### src/rtl/skinny_mask_pkg.sv
// Shared constants for the 3-share SKINNY-64 inverse S-box, split as InvS = G(F(x)).
// F and G are quadratic 4-bit bijections held as ANF coefficient tables.
package skinny_mask_pkg;

    localparam int NSHARES = 3;
    localparam int LATENCY = 4;

    // Entry x holds InvS(x); x = 0 sits in the rightmost nibble.
    localparam logic [15:0][3:0] INV_SBOX = {
        4'hF, 4'hD, 4'hB, 4'h0, 4'h7, 4'h5, 4'h2, 4'h9,
        4'hE, 4'h1, 4'hA, 4'hC, 4'h8, 4'h6, 4'h4, 4'h3
    };

    // quad bit order: 0:x0x1 1:x0x2 2:x0x3 3:x1x2 4:x1x3 5:x2x3
    typedef struct packed {
        logic       cnst;
        logic [3:0] lin;
        logic [5:0] quad;
    } anf_bit_t;

    typedef anf_bit_t [3:0] anf_fn_t;

    localparam anf_fn_t F_ANF = '{
        '{1'b0, 4'b0111, 6'b100100},
        '{1'b1, 4'b1101, 6'b100000},
        '{1'b0, 4'b1000, 6'b000000},
        '{1'b0, 4'b0100, 6'b000000}
    };

    localparam anf_fn_t G_ANF = '{
        '{1'b1, 4'b1101, 6'b100000},
        '{1'b0, 4'b1000, 6'b000000},
        '{1'b0, 4'b0100, 6'b000000},
        '{1'b0, 4'b0111, 6'b100100}
    };

    // Component function for share pair (a, b): cross products a_p*b_q for every
    // quadratic monomial; linear terms only on the diagonal pair; constant once.
    function automatic logic [3:0] cf_eval(
        input anf_fn_t    f,
        input logic [3:0] xa,
        input logic [3:0] xb,
        input logic       diag,
        input logic       with_const
    );
        logic [3:0] y;
        logic [5:0] prod;
        prod = {xa[2] & xb[3], xa[1] & xb[3], xa[1] & xb[2],
                xa[0] & xb[3], xa[0] & xb[2], xa[0] & xb[1]};
        y = '0;
        for (int b = 0; b < 4; b++) begin
            y[b] = (f[b].cnst & with_const)
                 ^ ((^(f[b].lin & xa)) & diag)
                 ^ (^(f[b].quad & prod));
        end
        return y;
    endfunction

endpackage

### src/rtl/skinny_q_stage_3sh.sv
// Quadratic 4-bit map on three Boolean shares: nine share-pair CF registers, then compress + remask.
// Latency 2 cycles; accepts a nibble every cycle, no backpressure.
module skinny_q_stage_3sh
    import skinny_mask_pkg::*;
#(
    parameter anf_fn_t ANF = F_ANF
) (
    input  logic       clk,
    input  logic       rst_n,
    input  logic [3:0] in1,
    input  logic [3:0] in2,
    input  logic [3:0] in3,
    input  logic [7:0] r,
    output logic [3:0] out1,
    output logic [3:0] out2,
    output logic [3:0] out3
);

    logic [NSHARES-1:0][3:0]              sh;
    logic [NSHARES-1:0][NSHARES-1:0][3:0] cf_q;
    logic [3:0] grp1, grp2, grp3;
    logic [3:0] ra, rb;

    assign sh = {in3, in2, in1};

    // CF(i,j) sees only shares i and j of each variable; registering them stops glitches
    // from recombining all three shares before compression.
    always_ff @(posedge clk or negedge rst_n) begin
        if (!rst_n) begin
            cf_q <= '0;
        end else begin
            for (int i = 0; i < NSHARES; i++) begin
                for (int j = 0; j < NSHARES; j++) begin
                    cf_q[i][j] <= cf_eval(ANF, sh[i], sh[j], i == j, (i == 0) && (j == 0));
                end
            end
        end
    end

    // Each group spans only two share indices, so no XOR cone holds all three shares.
    assign grp1 = cf_q[0][0] ^ cf_q[0][1] ^ cf_q[1][0];
    assign grp2 = cf_q[1][1] ^ cf_q[1][2] ^ cf_q[2][1];
    assign grp3 = cf_q[2][2] ^ cf_q[2][0] ^ cf_q[0][2];

    assign ra = {r[6], r[4], r[2], r[0]};
    assign rb = {r[7], r[5], r[3], r[1]};

    always_ff @(posedge clk or negedge rst_n) begin
        if (!rst_n) begin
            out1 <= '0;
            out2 <= '0;
            out3 <= '0;
        end else begin
            out1 <= grp1 ^ ra;
            out2 <= grp2 ^ rb;
            out3 <= grp3 ^ ra ^ rb;
        end
    end

endmodule

### src/rtl/skinny_inv_sbox4_3sh.sv
// Second-order masked SKINNY-64 inverse S-box on three shares, computed as G(F(x)).
// Latency 4 cycles (2 per quadratic stage); throughput one nibble per cycle, no backpressure.
module skinny_inv_sbox4_3sh #(
    parameter int LATENCY = skinny_mask_pkg::LATENCY
) (
    input  logic        clk,
    input  logic        rst_n,
    input  logic        in_valid,
    input  logic [3:0]  in1,
    input  logic [3:0]  in2,
    input  logic [3:0]  in3,
    input  logic [15:0] r,
    output logic        out_valid,
    output logic [3:0]  out1,
    output logic [3:0]  out2,
    output logic [3:0]  out3
);

    logic [3:0]         f1, f2, f3;
    logic [LATENCY-1:0] vld_sr;

    skinny_q_stage_3sh #(
        .ANF (skinny_mask_pkg::F_ANF)
    ) u_stage_f (
        .clk   (clk),
        .rst_n (rst_n),
        .in1   (in1),
        .in2   (in2),
        .in3   (in3),
        .r     (r[7:0]),
        .out1  (f1),
        .out2  (f2),
        .out3  (f3)
    );

    skinny_q_stage_3sh #(
        .ANF (skinny_mask_pkg::G_ANF)
    ) u_stage_g (
        .clk   (clk),
        .rst_n (rst_n),
        .in1   (f1),
        .in2   (f2),
        .in3   (f3),
        .r     (r[15:8]),
        .out1  (out1),
        .out2  (out2),
        .out3  (out3)
    );

    // Valid rides alongside the data; share registers run every cycle regardless.
    always_ff @(posedge clk or negedge rst_n) begin
        if (!rst_n) begin
            vld_sr <= '0;
        end else begin
            vld_sr <= {vld_sr[LATENCY-2:0], in_valid};
        end
    end

    assign out_valid = vld_sr[LATENCY-1];

endmodule

### config.mk
export PLATFORM = sky130hd
export DESIGN_NAME = skinny_inv_sbox4_3sh
export DESIGN_NICKNAME = d
export VERILOG_FILES = /design/src/rtl/skinny_mask_pkg.sv /design/src/rtl/skinny_q_stage_3sh.sv /design/src/rtl/skinny_inv_sbox4_3sh.sv
export SDC_FILE = /design/constraint.sdc
export NUM_CORES = 1
export LEC_CHECK = 0
export CELL_PAD_IN_SITES_DETAIL_PLACEMENT = 2
export CELL_PAD_IN_SITES_GLOBAL_PLACEMENT = 2
export CORE_AREA = 2 2 87 89
export CTS_BUF_LIST = sky130_fd_sc_hd__clkbuf_4
export CTS_CLUSTER_DIAMETER = 80
export CTS_CLUSTER_SIZE = 24
export DETAILED_ROUTE_END_ITERATION = 16
export DIE_AREA = 0 0 89 91
export MAX_ROUTING_LAYER = met4
export PLACE_DENSITY_LB_ADDON = 0.1
export SYNTH_ARGS = -nofsm -noshare
export SYNTH_HDL_FRONTEND = slang
export SYNTH_SLANG_ARGS = --single-unit
### constraint.sdc
create_clock -name clk -period 2.4 [get_ports clk]
set_clock_uncertainty 0.1 [all_clocks]
set_input_delay 0.24 -clock clk [delete_from_list [all_inputs] [get_ports clk]]
set_output_delay 0.24 -clock clk [all_outputs]
set_load 0.01 [all_outputs]
==> results.py <==
metrics = {
    "final_layout": {
        "fillers": 688,
        "nets": 287,
        "antenna_cells": 0,
        "finalNonFillerCells": 354,
        "design_area_sq_um": 3710,
        "final_core_util_pct": 52.0,
        "layout-drive-gt1-share_pct": 5.88,
        "syn2layout_area_growth_pct": 22.6,
    },
    "clock_network": {
        "path_clk_slew_ns": 0.11,
        "clockRootBuffer": "clkbuf_4",
        "cts.path.max_buffers": 2,
        "cts.sinks": 76,
        "htree_levels": 3,
        "worst_skew_pair.late_latency_ns": 0.40,
        "cts_buffers": 9,
        "cts_tree": "yes",
    },
    "drt": {
        "drcViolationCount": 0,
        "wl_per_cell_um": 15.0,
        "drtIter0Drc": 30,
        "via_per_inst": 4.37,
        "routed_wl_mm": 5.30,
        "dr.pass1.iters": 2,
        "via_count": 1547,
        "antenna_left": 0,
    },
    "yosys": {
        "synthCells": 194,
        "synth-simple-area-share_pct": 6.45,
        "synthMuxAreaShare_pct": 0,
        "syn_area_sq_um": 3030,
        "yosysTopAreaCell": "dfrtp_1",
        "synth-seq-cells": 76,
        "synth_top_family_by_area": "XOR/XNOR gates",
        "synth_compound_area_share_pct": 0,
        "seq_area_frac_synth_pct": 62.8,
        "syn_nets": 231,
        "synth.area.top_cells": "dfrtp_1, xnor2_1, xor2_1",
        "synth-xor-area-share_pct": 28.3,
        "synth_area_per_cell_sq_um": 15.6,
        "synth-adder-area-share_pct": 2.48,
        "synth_top_area_share_pct": 62.8,
        "yosys_warnings": 0,
        "yosys.cell_types.count": 7,
    },
    "grt": {
        "grt_max_degree": 77,
        "grt_pass1_vias": 1769,
        "grt_antenna_before_repair": 0,
        "track_usage_pct": 15.3,
        "grt_overflow_total": 0,
        "grt_pass1_wl_mm": 8.68,
    },
    "power": {
        "powerDensity_nw_per_um2": 1010,
        "power.leakage_uw": 0.00166,
        "ir_drop_uv": 306,
    },
    "worst_setup_path": {
        "start_kind": "register",
        "path_max_fanout": 1,
        "cp.buffers_inverters": 1,
        "crit_family": "buffers and inverters",
        "crit_path_cell_trace": "clkdlybuf4s50_1",
        "r2r-start": "u_stage_f.out2[2]",
        "end_kind": "output pin",
        "rr_worst_depth": 3,
        "cpPeakStageDelay_ns": 0.55,
        "slowest_stage": "clkdlybuf4s50_1",
        "critical_path_required_ns": 2.06,
        "critical_path_class": "reg -> out",
        "r2r_end": "u_stage_g.cf_q[16]",
        "worstPathArrival_ns": 1.30,
        "r2r_slack_ns": 1.01,
    },
    "die": {
        "pin_count": 44,
        "start_util_pct": 42.4,
        "die-width_um": 89,
        "die_h_um": 91,
        "core-area_sq_um": 7140,
        "die_area_sq_um": 8100,
        "rows": 31,
    },
    "sta": {
        "fin_crit_sh_pct": 68.3,
        "holdWs_ns": 0.181,
        "slew_viol_final": 0,
        "slew_headroom_pct": 74.4,
        "hold_viol": 0,
        "report.final.setup_viol": 0,
        "rsz0062_at_grt": "false",
        "fin_crit_ns": 1.64,
        "tns_ns": 0,
        "fmax_ghz": 0.610,
        "worstMarginPinSlew_ns": 0.384,
    },
    "min_path": {
        "hold_path_end": "vld_sr[0]",
        "hold_depth": 1,
        "min_from": "in_valid",
        "hp-class": "in -> reg",
    },
    "placement": {
        "dpl.hpwl_mm": 4.00,
        "portBuffers": 43,
        "placedCellCount": 337,
        "postPlaceCellArea_sq_um": 3600,
        "place.gp.congestion": 0.709,
    },
    "job": {
        "max_cap_violations": 0,
    },
    "outcome": {
        "status": "complete, no violations",
    },
}
[worst max path at each step]
stage / start / to / slack, ns / depth (start not counted)
2_1_floorplan: u_stage_f.out2[2] / u_stage_g.cf_q[16] / 1.15 / 3
3_3_place_gp: in3[2] / u_stage_f.cf_q[35] / 0.70 / 4
3_5_place_dp: in3[2] / u_stage_f.cf_q[35] / 0.63 / 4
4_1_cts: vld_sr[3] / out_valid / 0.70 / 1
5_1_grt: vld_sr[3] / out_valid / 0.68 / 1
6_report: vld_sr[3] / out_valid / 0.76 / 1
[final cells by class]
type                       instances  area [sq um]  share of cell area, %
clock buffer                      12          90.1                   2.43
tap                               99           124                   3.34
sequential                        76          1900                   51.2
multi-input combinational        118          1130                   30.3
clock inverter                     4          16.3                  0.438
timing repair buffer              45           455                   12.3
[sequential cells by signal, indices dropped and copies added, names as in the netlist]
| register | cells |
|---|---|
| u_stage_f.cf_q | 24 |
| u_stage_g.cf_q | 24 |
| u_stage_f.out1 | 4 |
| u_stage_f.out2 | 4 |
| u_stage_f.out3 | 4 |
| u_stage_g.out1 | 4 |
| u_stage_g.out2 | 4 |
| u_stage_g.out3 | 4 |
| vld_sr | 4 |
[metrics by stage]
step                      total power (uW)  setup slack, ns
after floorplan                       2680             1.15
after global placement                3100            0.704
after detailed placement              3160            0.625
after CTS                             3820            0.701
after global routing                  4000            0.680
final                                 3730            0.761
[placed cells by master, fill, tap and decap left out, types with 3 or more instances in the layout]
cell type	n
dfrtp_1	76
xnor2_1	44
clkdlybuf4s50_1	42
xor2_1	28
and2_1	24
clkbuf_4	12
xnor3_1	10
and2b_1	6
ha_1	6
clkinv_1	3
[power breakdown]
group / leakage [uW] / switching (uW) / internal (uW) / total (uW)
Sequential: 0.000915 / 221 / 1670 / 1890
Clock: 0.0000638 / 402 / 238 / 640
Combinational: 0.000678 / 446 / 761 / 1210
[layer usage]
layer	vias to the layer above	global-route usage, %	wire length [um]
met3	11	3.18	199
li1	715	-	-
met4	0	9.08	167
met2	40	26.3	2990
met1	781	15.8	1940
met5	-	-	0
[cells by family (layout without fill, tap and decap cells)]
family / after synthesis / after routing
XOR/XNOR: 82 / 82
flip-flops: 76 / 76
AND/OR/NAND/NOR: 30 / 30
adder cells (fa/ha/maj): 6 / 6
buffers and inverters: 0 / 61
[Yosys cell counts (all sizes together)]
master and n:
ha 6, and2 24, xnor2 44, dfrtp 76
xnor3 10, and2b 6, xor2 28
[what timing repair did]
item                      in CTS  in global routing
buffers inserted               0                  0
hold endpoints to repair      76                  0
resized for setup              0                  0
hold buffers                   1                  0
No activity file was read; power rests on OpenSTA's default activity.
